[src/rtl/lc3_mmio_pkg.sv]
// Shared definitions for the LC-3 memory-mapped I/O responder:
// device register addresses, status bit positions and display FSM states.
package lc3_mmio_pkg;

  localparam logic [15:0] KBSR_ADDR = 16'hFE00;
  localparam logic [15:0] KBDR_ADDR = 16'hFE02;
  localparam logic [15:0] DSR_ADDR  = 16'hFE04;
  localparam logic [15:0] DDR_ADDR  = 16'hFE06;

  localparam int KBSR_RDY_BIT = 15;
  localparam int KBSR_IE_BIT  = 14;
  localparam int DSR_RDY_BIT  = 15;
  localparam int DSR_OVF_BIT  = 0;

  localparam logic [1:0] D_IDLE = 2'd0;
  localparam logic [1:0] D_SEND = 2'd1;
  localparam logic [1:0] D_BUSY = 2'd2;

  function automatic logic is_io_addr(input logic [15:0] addr);
    return (addr == KBSR_ADDR) || (addr == KBDR_ADDR) ||
           (addr == DSR_ADDR)  || (addr == DDR_ADDR);
  endfunction

endpackage

[src/rtl/lc3_kbd_fifo.sv]
// Keyboard character FIFO, 8 bits wide, DEPTH entries (power of two).
// Push is refused while full; pop on empty is ignored.
module lc3_kbd_fifo #(
  parameter int DEPTH = 4
) (
  input  logic                     clk,
  input  logic                     rst_n,
  input  logic                     i_push,
  input  logic [7:0]               i_push_dat,
  input  logic                     i_pop,
  output logic [7:0]               o_head,
  output logic                     o_full,
  output logic                     o_empty,
  output logic [$clog2(DEPTH):0]   o_count
);

  localparam int AW = $clog2(DEPTH);
  localparam logic [AW:0]   FULL_CNT = (AW+1)'(DEPTH);
  localparam logic [AW:0]   CNT_ONE  = (AW+1)'(1);
  localparam logic [AW-1:0] PTR_ONE  = AW'(1);

  logic [7:0]    r_mem [DEPTH];
  logic [AW-1:0] r_wr_ptr;
  logic [AW-1:0] r_rd_ptr;
  logic [AW:0]   r_count;
  logic          w_push_ok;
  logic          w_pop_ok;

  assign o_full    = (r_count == FULL_CNT);
  assign o_empty   = (r_count == '0);
  assign o_count   = r_count;
  assign o_head    = r_mem[r_rd_ptr];
  assign w_push_ok = i_push & ~o_full;
  assign w_pop_ok  = i_pop & ~o_empty;

  // Storage is not reset: clearing the pointers is enough to discard contents.
  always_ff @(posedge clk) begin
    if (w_push_ok) r_mem[r_wr_ptr] <= i_push_dat;
  end

  always_ff @(posedge clk or negedge rst_n) begin
    if (!rst_n) begin
      r_wr_ptr <= '0;
      r_rd_ptr <= '0;
      r_count  <= '0;
    end else begin
      if (w_push_ok) r_wr_ptr <= r_wr_ptr + PTR_ONE;
      if (w_pop_ok)  r_rd_ptr <= r_rd_ptr + PTR_ONE;
      case ({w_push_ok, w_pop_ok})
        2'b10:   r_count <= r_count + CNT_ONE;
        2'b01:   r_count <= r_count - CNT_ONE;
        default: r_count <= r_count;
      endcase
    end
  end

endmodule

[src/rtl/lc3_mmio_responder.sv]
// LC-3 MMIO responder: decodes KBSR/KBDR/DSR/DDR, answers them with the same
// one-cycle read latency as RAM, and passes every other address through to RAM.
module lc3_mmio_responder
  import lc3_mmio_pkg::*;
#(
  parameter int KBD_DEPTH        = 4,
  parameter int DISP_BUSY_CYCLES = 8
) (
  input  logic        clk,
  input  logic        reset,
  input  logic [15:0] mar,
  input  logic [15:0] mdr,
  input  logic        memwe,
  input  logic [15:0] mem_rdata,
  output logic        mem_we,
  output logic [15:0] memOut,
  input  logic        kbd_valid,
  input  logic [7:0]  kbd_data,
  output logic        kbd_ready,
  output logic        disp_valid,
  output logic [7:0]  disp_data,
  input  logic        disp_ready
);

  localparam int CW = $clog2(DISP_BUSY_CYCLES) + 1;
  localparam logic [CW-1:0] CNT_INIT = CW'(DISP_BUSY_CYCLES - 1);
  localparam logic [CW-1:0] CNT_ONE  = CW'(1);

  logic        r_memwe_q;
  logic [15:0] r_mar_q;
  logic        r_io_sel;
  logic [15:0] r_io_rdata;
  logic        r_ie;
  logic        r_ovf;
  logic [1:0]  r_state;
  logic [CW-1:0] r_cnt;
  logic [7:0]  r_disp_data;

  logic        w_io_hit;
  logic        w_wr_stb;
  logic        w_kbdr_entry;
  logic        w_pop;
  logic [7:0]  w_head;
  logic        w_full;
  logic        w_empty;
  logic [$clog2(KBD_DEPTH):0] w_count;
  logic [15:0] w_rd_next;
  logic        w_unused_mdr;

  assign w_io_hit     = is_io_addr(mar);
  assign w_wr_stb     = memwe & ~r_memwe_q;
  assign w_kbdr_entry = (mar == KBDR_ADDR) & (r_mar_q != KBDR_ADDR);
  assign w_pop        = w_kbdr_entry & ~memwe;
  assign w_unused_mdr = &{1'b0, mdr[15], mdr[13:8]};

  assign mem_we     = memwe & ~w_io_hit;
  assign memOut     = r_io_sel ? r_io_rdata : mem_rdata;
  assign kbd_ready  = ~w_full;
  assign disp_valid = (r_state == D_SEND);
  assign disp_data  = r_disp_data;

  lc3_kbd_fifo #(.DEPTH(KBD_DEPTH)) u_kbd_fifo (
    .clk        (clk),
    .rst_n      (reset),
    .i_push     (kbd_valid),
    .i_push_dat (kbd_data),
    .i_pop      (w_pop),
    .o_head     (w_head),
    .o_full     (w_full),
    .o_empty    (w_empty),
    .o_count    (w_count)
  );

  // KBDR captures the head once on entry and then holds it until mar moves away.
  always_comb begin
    w_rd_next = 16'h0000;
    case (mar)
      KBSR_ADDR: begin
        w_rd_next[KBSR_RDY_BIT] = (w_count != '0);
        w_rd_next[KBSR_IE_BIT]  = r_ie;
      end
      KBDR_ADDR: begin
        if (w_kbdr_entry) w_rd_next = w_empty ? 16'h0000 : {8'h00, w_head};
        else              w_rd_next = r_io_rdata;
      end
      DSR_ADDR: begin
        w_rd_next[DSR_RDY_BIT] = (r_state == D_IDLE);
        w_rd_next[DSR_OVF_BIT] = r_ovf;
      end
      DDR_ADDR: w_rd_next = {8'h00, r_disp_data};
      default:  w_rd_next = 16'h0000;
    endcase
  end

  always_ff @(posedge clk or negedge reset) begin
    if (!reset) begin
      r_memwe_q  <= 1'b0;
      r_mar_q    <= 16'h0000;
      r_io_sel   <= 1'b0;
      r_io_rdata <= 16'h0000;
      r_ie       <= 1'b0;
    end else begin
      r_memwe_q  <= memwe;
      r_mar_q    <= mar;
      r_io_sel   <= w_io_hit;
      r_io_rdata <= w_rd_next;
      if (w_wr_stb && mar == KBSR_ADDR) r_ie <= mdr[KBSR_IE_BIT];
    end
  end

  always_ff @(posedge clk or negedge reset) begin
    if (!reset) begin
      r_state     <= D_IDLE;
      r_cnt       <= '0;
      r_disp_data <= 8'h00;
      r_ovf       <= 1'b0;
    end else begin
      if (w_wr_stb && mar == DDR_ADDR && r_state != D_IDLE)
        r_ovf <= 1'b1;
      else if (w_wr_stb && mar == DSR_ADDR && mdr[DSR_OVF_BIT])
        r_ovf <= 1'b0;

      case (r_state)
        D_IDLE: begin
          if (w_wr_stb && mar == DDR_ADDR) begin
            r_disp_data <= mdr[7:0];
            r_state     <= D_SEND;
          end
        end
        D_SEND: begin
          if (disp_ready) begin
            r_state <= D_BUSY;
            r_cnt   <= CNT_INIT;
          end
        end
        D_BUSY: begin
          if (r_cnt == '0) r_state <= D_IDLE;
          else             r_cnt   <= r_cnt - CNT_ONE;
        end
        default: r_state <= D_IDLE;
      endcase
    end
  end

endmodule
[config.mk]
export PLATFORM = sky130hd
export DESIGN_NAME = lc3_mmio_responder
export DESIGN_NICKNAME = d
export VERILOG_FILES = /design/src/rtl/lc3_mmio_pkg.sv /design/src/rtl/lc3_kbd_fifo.sv /design/src/rtl/lc3_mmio_responder.sv
export SDC_FILE = /design/constraint.sdc
export NUM_CORES = 1
export LEC_CHECK = 0
export ABC_CLOCK_PERIOD_IN_PS = 3700
export CORE_UTILIZATION = 58
export CTS_CLUSTER_SIZE = 10
export DETAILED_ROUTE_END_ITERATION = 12
export DONT_BUFFER_PORTS = 1
export HOLD_SLACK_MARGIN = 0.05
export PLACE_DENSITY = 0.71
export SETUP_SLACK_MARGIN = 0.1
export SLEW_MARGIN = 0
export SYNTH_ARGS = -nofsm -noshare
export SYNTH_HDL_FRONTEND = slang
export SYNTH_HIERARCHICAL = 1
export SYNTH_SLANG_ARGS = --single-unit
[constraint.sdc]
create_clock -name clk -period 3.7 [get_ports clk]
set_clock_uncertainty 0.2 [all_clocks]
set_input_delay 0.37 -clock clk [delete_from_list [all_inputs] [get_ports clk]]
set_output_delay 0.37 -clock clk [all_outputs]
set_load 0.01 [all_outputs]
=== Word-level counts from Yosys, hierarchy flattened ===
Memories as Yosys holds them, arrays and structs flattened.
Cells that the tools add are included.

* Bits in registers: 57
* Bits in writable memories: 32
* Bits of input ports: 61
* Logic and storage cells: 82
* Memories: 1

* $add $sub $neg: 5
* Equality and inequality tests: 15
* Multiplexer cells: 19
* Bitwise logic cells: 11
* Reduce and logical (&&, ||, !) cells: 19

{| class="wikitable"
|+ Memory list
! name !! words !! width !! read ports !! clocked after memory_dff !! write ports !! RTL line !! text
|-
| u_kbd_fifo.r_mem || 4 || 8 || 1 || 0 || 1 || lc3_kbd_fifo.sv:22 || <nowiki>logic [7:0] r_mem [DEPTH];</nowiki>
|}

{| class="wikitable"
|+ Operators by type and width
! kind !! number
|-
| $eq A16 B16 Y1 const B || 4
|-
| $mux W16 || 2
|-
| $pmux W13 S2 || 1
|-
| $ne A16 B16 Y1 const B || 1
|-
| $mux W4 || 2
|-
| $mux W8 || 1
|-
| $pmux W4 S2 || 1
|-
| $reduce_bool A2 Y1 || 4
|-
| $and A1 B1 Y1 || 6
|-
| $mux W2 || 3
|-
| $ne A2 B2 Y1 const B || 3
|-
| $pmux W1 S3 || 2
|-
| $pmux W2 S3 || 1
|-
| $pmux W3 S2 || 1
|-
| $reduce_and A3 Y1 || 2
|-
| $logic_and A1 B1 Y1 || 5
|-
| $not A1 Y1 || 5
|-
| $add A2 B1 Y2 const B || 2
|-
| $eq A2 B1 Y1 const B || 2
|-
| $eq A2 B2 Y1 const B || 2
|-
| $logic_not A4 Y1 || 1
|-
| $mux W1 || 4
|-
| $ne A2 B1 Y1 const B || 2
|-
| $sub A4 B1 Y4 const B || 1
|-
| other kinds (9) || 11
|}

=== Depth between registers and ports, before layout ===
Gate-level depths: netlist of run 1.

* Word-level depth: 6
* Depth in mapped cells: 11
* Mapped depth without buffers: 10

=== By module ===
The synthesis of run 1 kept the hierarchy.

{| class="wikitable"
|+ By module, submodules not included
! module !! times used !! cells each !! area an instance (µm²) !! seq. area each (µm²)
|-
| lc3_mmio_responder || 1 || 175 || 2029.4 || 1101.1
|-
| lc3_kbd_fifo || 1 || 80 || 1584.0 || 1136.1
|}

=== Worst setup path before layout of run 1 ===
OpenSTA, ideal clock, no wires.

* Path kind: input to register
* Start: input mar[7]
* End: register u_kbd_fifo.r_count[2], in the netlist u_kbd_fifo/o_count[2]
* Library setup time: 0.079 ns
* Arrival time: 2.973 ns
* Data required time: 3.421 ns
* Path slack: 0.448 ns
* Stages: 11
* Cells stage by stage: or4b_1 -> or4_4 -> buf_6 -> nor4_1 -> o31a_2 -> ha_1 -> inv_1 -> fa_1 -> xor2_1 -> nor2_1 -> xor2_1

* Word-level cells in the longest chain between the ends: 6
* Elaborated cells on any way between the ends: 8
* Those cells by class: 3 x eq/ne; 1 x mux; 3 x bitwise; 1 x reduce/logical

{| class="wikitable"
|+ Ends and longest elaborated chain
! element !! RTL line !! text
|-
| from (decl) || lc3_mmio_responder.sv:11 || <nowiki>input logic [15:0] mar,</nowiki>
|-
| $eq A16 B16 Y1 (*) || lc3_mmio_responder.sv:52 || <nowiki>assign w_kbdr_entry = (mar == KBDR_ADDR) & (r_mar_q != KBDR_ADDR);</nowiki>
|-
| $and A1 B1 Y1 (*) || lc3_mmio_responder.sv:52 ||
|-
| $and A1 B1 Y1 (*) || lc3_mmio_responder.sv:53 || <nowiki>assign w_pop = w_kbdr_entry & ~memwe;</nowiki>
|-
| net w_pop || lc3_mmio_responder.sv:42 || <nowiki>logic w_pop;</nowiki>
|-
| $and A1 B1 Y1 (*) || lc3_kbd_fifo.sv:34 || <nowiki>assign w_pop_ok = i_pop & ~o_empty;</nowiki>
|-
| net u_kbd_fifo.w_pop_ok || lc3_kbd_fifo.sv:27 || <nowiki>logic w_pop_ok;</nowiki>
|-
| $eq A2 B1 Y1 or $eq A2 B2 Y1 (tied branches) || lc3_kbd_fifo.sv:49 || <nowiki>case ({w_push_ok, w_pop_ok})</nowiki>
|-
| $pmux W3 S2 or $reduce_bool A2 Y1 (tied branches) || -- ||
|-
| to (signal assigned) || lc3_kbd_fifo.sv:50 || <nowiki>2'b10: r_count <= r_count + CNT_ONE;</nowiki>
|-
| to (signal assigned) || lc3_kbd_fifo.sv:51 || <nowiki>2'b01: r_count <= r_count - CNT_ONE;</nowiki>
|-
| to (signal assigned) || lc3_kbd_fifo.sv:52 || <nowiki>default: r_count <= r_count;</nowiki>
|-
| to (decl) || lc3_kbd_fifo.sv:25 || <nowiki>logic [AW:0] r_count;</nowiki>
|}

Mark *: on every way through the listed nets, which the timed path passes. The rest lies on a longest branch.
A chain may end at the register's enable or synchronous reset.

=== Final worst setup path of run 1 ===
Same ends and word-level chain as after synthesis.

==> results of run 1 <==
sequential cells by signal, summed over array words and instances, names as in the netlist, 2 cells and up:
signal / flops
r_io_rdata: 10
r_mar_q: 16
r_state: 2
u_kbd_fifo/o_count: 3
u_kbd_fifo/r_rd_ptr: 2
u_kbd_fifo/r_wr_ptr: 2
disp_data: 8
u_kbd_fifo/r_mem: 32
r_cnt: 4
critical path: stages:
cell,delay (ns)
or4b_1,0.57
or4_4,0.61
nor4_1,0.34
o31a_2,0.24
ha_1,0.18
inv_1,0.07
fa_1,0.38
xor2_1,0.15
nor2_1,0.11
xor2_1,0.16
cell usage after synthesis (6+ instances only):
master and n:
a21oi_1 6, nor2b_1 10, mux2_2 19, ha_1 6, edfxtp_1 32, a211oi_1 8, clkbuf_1 10, nor3_1 14
nand2_1 7, dfrtp_1 51, a22oi_1 6, mux4_2 8, inv_1 12
area by class of cell:
class | instances | area, um^2 | area share, %
Sequential cell | 83 | 2240 | 52.7
Inverter | 13 | 48.8 | 1.15
Clock buffer | 10 | 128 | 3.01
Multi-Input combinational cell | 146 | 1270 | 29.9
Tap cell | 75 | 93.8 | 2.21
Timing Repair Buffer | 38 | 398 | 9.37
Clock inverter | 6 | 70.1 | 1.65
layer usage:
metal	routed length (um)	share of wire, %	vias up
met1	2940	42	1132
met4	76	1.1	0
met2	3490	50	91
met5	0	0	-
li1	-	-	1028
met3	519	7.4	8
logic make-up (layout without fill, tap and decap cells):
logic type	after synthesis	after routing
DFF	83	83
xor gates and xnor gates	7	7
AOI/OAI and AO/OA	33	33
muxes	30	30
adders and majority gates	7	7
buffers and inverters	26	67
and+or+nand+nor	69	69
per-stage QoR:
stage	worst slack (ns)	power, uW	hold slack [ns]	cell area (um^2)	cells
finish	0.574	2170	0.0736	4250	371
global placement	0.340	1470	-0.125	3650	317
floorplan	0.448	1420	-0.126	3610	255
CTS	0.632	2190	0.0571	4250	371
global route	0.478	2280	0.0531	4250	371
detailed placement	0.253	1490	-0.125	3650	317
path summary, 6_finish.rpt:
check | slack (ns) | from | cells after the start | end
max in group asynchronous | 2.75 | reset | 2 | r_io_rdata[3]$_DFFE_PN0P_
setup / recovery | 0.57 | mar[7] | 10 | u_kbd_fifo/o_count[2]$_DFFE_PN0P_
setup reg to reg | 0.77 | r_mar_q[0]$_DFF_PN0_ | 10 | u_kbd_fifo/o_count[2]$_DFFE_PN0P_
min in group asynchronous | 0.34 | reset | 2 | r_cnt[3]$_DFFE_PN0P_
hold reg to reg | 0.30 | r_ie$_DFFE_PN0P_ | 1 | r_ie$_DFFE_PN0P_
hold / removal | 0.07 | kbd_valid | 2 | u_kbd_fifo/r_wr_ptr[0]$_DFFE_PN0P_
layout by cell type (no fill, tap or decap), drive strengths merged, types with 3 or more instances in the layout:
cell type / count
dfrtp: 51
dlygate4sd3: 37
edfxtp: 32
mux2: 21
inv: 17
nor3: 14
nor2b: 10
clkbuf: 10
a211oi: 8
mux4: 8
nand2: 7
a21oi: 6
a22oi: 6
ha: 6
nor4: 5
nand2b: 4
nor2: 4
xnor2: 4
o21ai: 4
and3: 4
or4: 4
nand4b: 3
xor2: 3
or4b: 3
power by group:
group | leakage (uW) | switching [uW] | internal [uW]
Combinational | 0.000655 | 186 | 171
Sequential | 0.000939 | 77.1 | 1090
Clock | 0.0000982 | 328 | 320
==> out/qor.yml, run 1 <==
synth:
  synth_edf_count: 32
  synth_compound_area_share_pct: 6.23
  yosys_register_bits: 83
  syn_area_um2: 3610
  yosysWarnings: 6
  synth_fa_ha_area_share_pct: 2.63
  ys_seq_area_share_pct: 61.9
  synth_cell_type_count: 52
  avgSynthCellArea_um2: 14.2
  synth_mux_area_share_pct: 11.9
  synth-simple-area-share_pct: 12.7
  async_flop_share_pct: 61.4
  synth_nets: 323
  synth_top_area_share_pct: 35.3
  yosys-top-cells-area: "dfrtp_1 (35%), edfxtp_1 (27%), mux2_2 (5.9%)"
  postSynthCellCount: 255
  synth_top_flop_cell: "dfrtp_1"
  synth_xor_area_share_pct: 1.70
  synth_top_family_by_area: "simple AND/OR/NAND/NOR gates"
  yosysTopAreaCell: "dfrtp_1"
global_route:
  grt_usage_pct: 23.6
  grt_overflow: 0
  antenna_found_initial: 0
  grt_busiest_layer: "met2"
  grt_max_degree: 52
  grt_pass1_wl_um: 10900
  met3_usage_pct: 8.09
  use_met2_pct: 37.9
  grtUsageMet1_pct: 29.4
  grt_pass1_vias: 2233
routing:
  wl_um: 7020
  viasPerCell: 6.09
  drtIter0Drc: 170
  wl_per_cell_um: 18.9
  firstDrtPassIters: 4
  drc_errors: 0
  ant_nets: 0
  vias: 2259
power_and_ir_drop:
  p_per_area_nw_per_um2: 512
  p_leak_uw: 0.00169
  ir_drop_mv: 0.324
timing:
  fmaxAchievable_ghz: 0.320
  fin_crit_sh_pct: 84.5
  hold_viol_final: 0
  worst_slew_pin_slew_ns: 0.592
  fin_crit_ns: 3.13
  slew_headroom_pct: 60.5
  final_max_slew_viol_count: 0
  setup_violations: 0
  rsz0062_at_grt: "no"
  tns_ns: 0
status:
  status: "completed"
floorplanning:
  coreArea_um2: 5960
  initial_core_util_pct: 60.7
  die_area_um2: 6550
  ios: 88
  rows: 28
  die_w_um: 80.9
  die_h_um: 80.9
critical_path:
  setup.worst_path.end_class: "flop"
  worstPathRequired_ns: 3.77
  critical_path_arrival_ns: 3.19
  critical_path_class: "in2reg"
  crit_path_max_fanout: 8
  startpoint_type: "input pin"
place:
  routabilityCongestion: 0.793
  hpwlAfterDp_um: 4550
  place.port_buffers: 0
clocking:
  cts_resized: 0
  h-tree-depth: 3
  clock-root-buffer: "clkbuf_8"
  clk_path_buf_depth: 2
  clk_latency_ns: 0.35
  cts_tree: "built"
  post-cts-setup-buffers: 0
  clk_pin_slew_ns: 0.08
  cts_hold_buffers: 38
  clock-sinks: 83
  numCtsBuffers: 9
cells_and_area:
  nNetsFinal: 359
  final_util_pct: 71.3
  n_antenna_cell: 0
  fillCellCount: 412
  area_growth_pct: 17.5
  drive_above_1_share_pct: 19.3
flow_run:
  maxCapViolCount: 0
min_path:
  hold_path.class: "in2reg"
Note: power is estimated with default switching activity, not from simulation.
==> run 2: changes to the inputs <==
--- a/config.mk
+++ b/config.mk
@@ -5,7 +5,7 @@
 export SDC_FILE = /design/constraint.sdc
 export NUM_CORES = 1
 export LEC_CHECK = 0
-export ABC_CLOCK_PERIOD_IN_PS = 3700
+export ABC_CLOCK_PERIOD_IN_PS = 3000
 export CORE_UTILIZATION = 58
 export CTS_CLUSTER_SIZE = 10
 export DETAILED_ROUTE_END_ITERATION = 12
==> constraint.sdc (replaced) <==
create_clock -name clk -period 3 [get_ports clk]
set_clock_uncertainty 0.2 [all_clocks]
set_input_delay 0.3 -clock clk [delete_from_list [all_inputs] [get_ports clk]]
set_output_delay 0.3 -clock clk [all_outputs]
set_load 0.01 [all_outputs]
==> run 2 against run 1 <==
Worst hold slack gained 0.016 ns. Clock-buffer cell count grew 1. Register-to-register slack lost 0.48 ns. Flip-flop and latch count is the same. Final area grew 0.83%. Total power grew 20%. Final cell count grew 1.1%. Sequential power grew 23%. Critical path depth is the same. Highest routed layer unchanged.
==> out/qor.yml, run 2 (same netlist as run 1, synthesis figures left out) <==
cells_and_area:
  n_antenna_cell: 0  # unchanged
  largest_reg_flops: 32  # unchanged
  design_area_um2: 4280  # +0.83%
  area_growth_pct: 18.5
  final_cell_mix: "dfrtp_1 (51), dlygate4sd3_1 (37), edfxtp_1 (32), mux2_2 (19), nor3_1 (14)"
  fillCellCount: 403  # -2.2%
  largestRegisters: "u_kbd_fifo/r_mem (32), r_mar_q (16), r_io_rdata (10)"
  regMostFlops: "u_kbd_fifo/r_mem"
  drive_above_1_share_pct: 21.7  # +2.4 points
  final_util_pct: 71.9  # +0.59 points
  nNetsFinal: 363  # +1.1%
  final_common_cell: "dfrtp_1"
clocking:
  cts_tree: "built"
  clk_latency_ns: 0.36  # about the same
  clk_pin_slew_ns: 0.07  # about the same
  clk_path_buf_depth: 2  # unchanged
  clock-root-buffer: "clkbuf_8"
  post-cts-setup-buffers: 0  # unchanged
  numCtsBuffers: 9  # unchanged
  h-tree-depth: 3  # unchanged
  clock-sinks: 83  # unchanged
floorplanning:
  ios: 88  # unchanged
  rows: 28  # unchanged
  die_area_um2: 6550  # unchanged
  coreArea_um2: 5960  # unchanged
  die_h_um: 80.9  # unchanged
  initial_core_util_pct: 60.7  # unchanged
  die_w_um: 80.9  # unchanged
critical_path:
  crit_path_max_fanout: 3  # -5
  critical_path_arrival_ns: 2.84  # -0.35 ns
  reg2reg_depth: 10  # unchanged
  rrSetupSlack_ns: 0.29  # -0.48 ns
  setup.worst_path.end_class: "flop"
  startpoint_type: "input pin"
  critical_path_class: "in2reg"
  worstPathRequired_ns: 3.07  # -0.70 ns
timing:
  rsz0062_at_grt: "no"
  hold_viol_final: 0  # unchanged
  setup_violations: 0  # unchanged
  hold_slack_ns: 0.0891  # +0.0156 ns
  fin_crit_sh_pct: 92.2
  worst_slew_pin_slew_ns: 0.776  # +0.184 ns
  fin_crit_ns: 2.77
  worst_slack_ns: 0.234  # -0.340 ns
  fmaxAchievable_ghz: 0.362
  slew_headroom_pct: 48.1  # -12 points
  final_max_slew_viol_count: 0  # unchanged
flow_run:
  maxCapViolCount: 0  # unchanged
place:
  routabilityCongestion: 0.757  # -4.5%
  pre_cts_ws_ns: -0.0876  # -0.340 ns
  hpwlAfterDp_um: 4690  # +3.0%
  place.port_buffers: 0  # unchanged
  postPlaceCellArea_um2: 3700  # +1.5%
global_route:
  grt_pass1_wl_um: 11500  # +5.3%
  grt_overflow: 0  # unchanged
  grt_usage_pct: 24.6  # +0.96 points
  antenna_found_initial: 0  # unchanged
  grt_pass1_vias: 2270  # +1.7%
  grt_max_degree: 52  # unchanged
power_and_ir_drop:
  p_leak_uw: 0.00170  # +0.39%
  ir_drop_mv: 0.402  # +24%
  p_per_area_nw_per_um2: 610  # +19%
routing:
  wl_per_cell_um: 19.5  # +3.1%
  viasPerCell: 5.93  # -2.6%
  drc_errors: 0  # unchanged
  drtIter0Drc: 101  # -41%
  firstDrtPassIters: 4  # unchanged
  ant_nets: 0  # unchanged
  wl_um: 7310  # +4.2%
  vias: 2225  # -1.5%
min_path:
  whs_path_depth: 4  # +2
  hold_path.class: "in2reg"
status:
  status: "completed"
-- run 2: where the power goes --
part	leakage (uW)	switching [uW]	internal, uW	total, uW
registers	0.000939	96.7	1350	1440
clock network	0.0000836	398	325	723
logic	0.000677	230	215	445
-- run 2: layer usage --
metal  vias to the layer above  GRT usage, %  share of wire, %
met2                        70          39.5                49
met4                         0          10.9               1.4
li1                       1031             -                 -
met1                      1112          31.3                44
met3                        12          6.74               5.4
met5                         -             0                 0
-- run 2: worst paths after layout --
kind / start / to
max: mar[3] / u_kbd_fifo/o_count[2]$_DFFE_PN0P_
min: mar[2] / r_io_rdata[15]$_DFFE_PN0P_
max reg2reg: r_mar_q[0]$_DFF_PN0_ / u_kbd_fifo/o_count[2]$_DFFE_PN0P_
min reg2reg: r_ie$_DFFE_PN0P_ / r_ie$_DFFE_PN0P_
max in group asynchronous: reset / u_kbd_fifo/o_count[2]$_DFFE_PN0P_
min in group asynchronous: reset / r_mar_q[4]$_DFF_PN0_
-- run 2: layout make-up --
class                   instances  area [um^2]  area share [%]
clock buffers                  11          141            3.30
inverters                      13         48.8            1.14
flip-flops and latches         83         2240            52.3
repair buffers                 42          428            10.0
well taps                      75         93.8            2.19
clock inverters                 5         36.3           0.848
multi-input cells             146         1290            30.3
-- run 2: per-stage QoR --
step / power [uW] / instances / setup TNS (ns)
3_3_place_gp: 1830 / 321 / -0.0653
2_1_floorplan: 1750 / 255 / -0.0815
3_5_place_dp: 1850 / 321 / -0.0876
5_1_grt: 2750 / 375 / 0
4_1_cts: 2630 / 375 / 0
6_report: 2610 / 375 / 0
-- run 2: worst max-delay path: stages --
cell	delay, ns
or4_1	0.54
or4_4	0.55
nor4_2	0.29
o31a_2	0.24
ha_4	0.14
inv_2	0.03
fa_2	0.33
xor2_1	0.15
nor2_1	0.12
xor2_1	0.15
-- run 2: timing repair --
| action | in CTS | in global routing |
|---|---|---|
| hold endpoints to repair | 128 | 0 |
| gates resized for setup | 0 | 0 |
| hold buffers | 38 | 0 |
==> run 3: changes to the inputs <==
--- a/config.mk
+++ b/config.mk
@@ -11,7 +11,7 @@
 export DETAILED_ROUTE_END_ITERATION = 12
 export DONT_BUFFER_PORTS = 1
 export HOLD_SLACK_MARGIN = 0.05
-export PLACE_DENSITY = 0.71
+export PLACE_DENSITY = 0.74
 export SETUP_SLACK_MARGIN = 0.1
 export SLEW_MARGIN = 0
 export SYNTH_ARGS = -nofsm -noshare
==> run 3 against run 2 <==
Critical path type unchanged. Critical endpoint unchanged. Critical path depth unchanged. Via count shrank 1.2%. First-iteration DRC count is 16% lower. Largest power group unchanged.
==> out/qor.yml, run 3 (same netlist as run 1, synthesis figures left out) <==
cells_and_area:
  regMostFlops: "u_kbd_fifo/r_mem"
  nNetsFinal: 363  # unchanged
  area_growth_pct: 18.9
  register_area_um2: 2240  # unchanged
  final_common_cell: "dfrtp_1"
  multiInputGateArea_um2: 1290  # unchanged
  drive_above_1_share_pct: 21.7  # unchanged
  fillCellCount: 400  # -0.74%
  n_antenna_cell: 0  # unchanged
  largestRegisters: "u_kbd_fifo/r_mem (32), r_mar_q (16), r_io_rdata (10)"
  largest_reg_flops: 32  # unchanged
  final_cell_mix: "dfrtp_1 (51), dlygate4sd3_1 (37), edfxtp_1 (32), mux2_2 (19), nor3_1 (14)"
place:
  place.port_buffers: 0  # unchanged
  hpwlAfterDp_um: 4640  # -0.96%
  routabilityCongestion: 0.779  # +2.9%
  pre_cts_ws_ns: -0.121  # -0.0332 ns
critical_path:
  path_common_cell: "xor2_1"
  critical_path_class: "in2reg"
  slowest_stage: "or4_4"
  cp-startpoint: "mar[3]"
  setup.worst_path.end_class: "flop"
  worstPathRequired_ns: 3.07  # about the same
  startpoint_type: "input pin"
  crit_path_max_fanout: 3  # unchanged
  critical_path_arrival_ns: 2.84  # about the same
  reg2reg_from: "r_mar_q[0]$_DFF_PN0_"
  cpPeakStageDelay_ns: 0.54  # about the same
  path_buf_inv: 1  # unchanged
  worstPathCellList: "or4_1 > or4_4 > nor4_2 > o31a_2 > ha_4 > inv_2 > fa_2 > xor2_1 > nor2_1 > xor2_1"
  cpLargestDelayFamily: "simple AND/OR/NAND/NOR gates"
clocking:
  clock-sinks: 83  # unchanged
  cts_tree: "built"
  clk_path_buf_depth: 2  # unchanged
  h-tree-depth: 3  # unchanged
  post-cts-setup-buffers: 0  # unchanged
  clk_pin_slew_ns: 0.08  # about the same
  numCtsBuffers: 9  # unchanged
  clock-root-buffer: "clkbuf_8"
  clk_latency_ns: 0.35  # about the same
timing:
  setup_violations: 0  # unchanged
  fin_crit_sh_pct: 92.3  # about the same
  hold_viol_final: 0  # unchanged
  fmaxAchievable_ghz: 0.361  # about the same
  rsz0062_at_grt: "no"
  fin_crit_ns: 2.77  # +0.00203 ns
  worst_slack_ns: 0.232  # -0.00203 ns
  tns_ns: 0  # unchanged
  final_max_slew_viol_count: 0  # unchanged
  slew_headroom_pct: 46.7  # -1.4 points
  worst_slew_pin_slew_ns: 0.798  # +0.0216 ns
floorplanning:
  die_h_um: 80.9  # unchanged
  die_w_um: 80.9  # unchanged
  initial_core_util_pct: 60.7  # unchanged
  ios: 88  # unchanged
  rows: 28  # unchanged
  coreArea_um2: 5960  # unchanged
  die_area_um2: 6550  # unchanged
routing:
  wl_per_cell_um: 19.0  # -2.3%
  vias: 2199  # -1.2%
  ant_nets: 0  # unchanged
  drtIter0Drc: 85  # -16%
  viasPerCell: 5.86  # -1.2%
  firstDrtPassIters: 4  # unchanged
  wl_um: 7140  # -2.3%
  drc_errors: 0  # unchanged
power_and_ir_drop:
  ir_drop_mv: 0.502  # +25%
  p_leak_uw: 0.00171  # +0.86%
  p_per_area_nw_per_um2: 618  # +1.4%
global_route:
  grt_usage_pct: 23.5  # -1.0 points
  grt_pass1_vias: 2167  # -4.5%
  antenna_found_initial: 0  # unchanged
  grt_max_degree: 52  # unchanged
  grt_overflow: 0  # unchanged
  grt_pass1_wl_um: 10900  # -4.9%
min_path:
  hp-start: "mdr[0]"
  hold_path.class: "in2reg"
status:
  status: "completed"
flow_run:
  maxCapViolCount: 0  # unchanged
[run 3: final timing paths]
kind	to	slack [ns]	cells after the start
max	u_kbd_fifo/o_count[2]$_DFFE_PN0P_	0.23	10
min	r_ovf$_DFFE_PN0P_	0.06	3
max reg2reg	u_kbd_fifo/o_count[2]$_DFFE_PN0P_	0.34	10
min reg2reg	r_ovf$_DFFE_PN0P_	0.32	1
max in group asynchronous	u_kbd_fifo/r_wr_ptr[1]$_DFFE_PN0P_	2.07	2
min in group asynchronous	r_mar_q[3]$_DFF_PN0_	0.30	2
[run 3: per-layer routing]
layer / vias to the layer above / part of all wire, % / global-route usage [%] / routed length, um
met5: - / 0 / 0 / 0
met4: 0 / 1.2 / 7.50 / 89
met3: 7 / 5.7 / 7.30 / 407
met2: 57 / 51 / 39.2 / 3640
met1: 1103 / 42 / 29.4 / 3000
li1: 1032 / - / - / -
[run 3: tightest hold or removal path, stage by stage]
cell	delay, ns
inv_1	0.04
o31a_1	0.12
o22a_1	0.12
[run 3: timing repair]
item                                   CTS  global route
resized for setup                        0             0
hold buffers                            38             0
endpoints found under the hold margin  127             0
[run 3: area by class of cell]
| cell class | count | area share, % |
|---|---|---|
| Clock inverter | 6 | 1.51 |
| Inverter | 13 | 1.14 |
| Multi-Input combinational cell | 146 | 30.1 |
| Sequential cell | 83 | 52.1 |
| Clock buffer | 10 | 2.97 |
| Tap cell | 75 | 2.18 |
| Timing Repair Buffer | 42 | 9.96 |
[run 3: power breakdown]
part,internal [uW],switching [uW],total (uW)
logic,214,228,441
registers,1350,99.0,1450
clock network,386,382,769
[run 3: metrics by stage]
| step | cells | total power, uW | util (%) | instance area, um^2 | hold WS (ns) |
|---|---|---|---|---|---|
| after floorplan | 255 | 1750 | - | 3640 | -0.196 |
| after global placement | 321 | 1820 | 62.2 | 3700 | -0.195 |
| after detailed placement | 321 | 1850 | 62.2 | 3700 | -0.194 |
| after CTS | 375 | 2680 | 72.1 | 4300 | 0.0515 |
| after global routing | 375 | 2780 | 72.1 | 4300 | 0.0817 |
| final | 375 | 2660 | 72.1 | 4300 | 0.0638 |
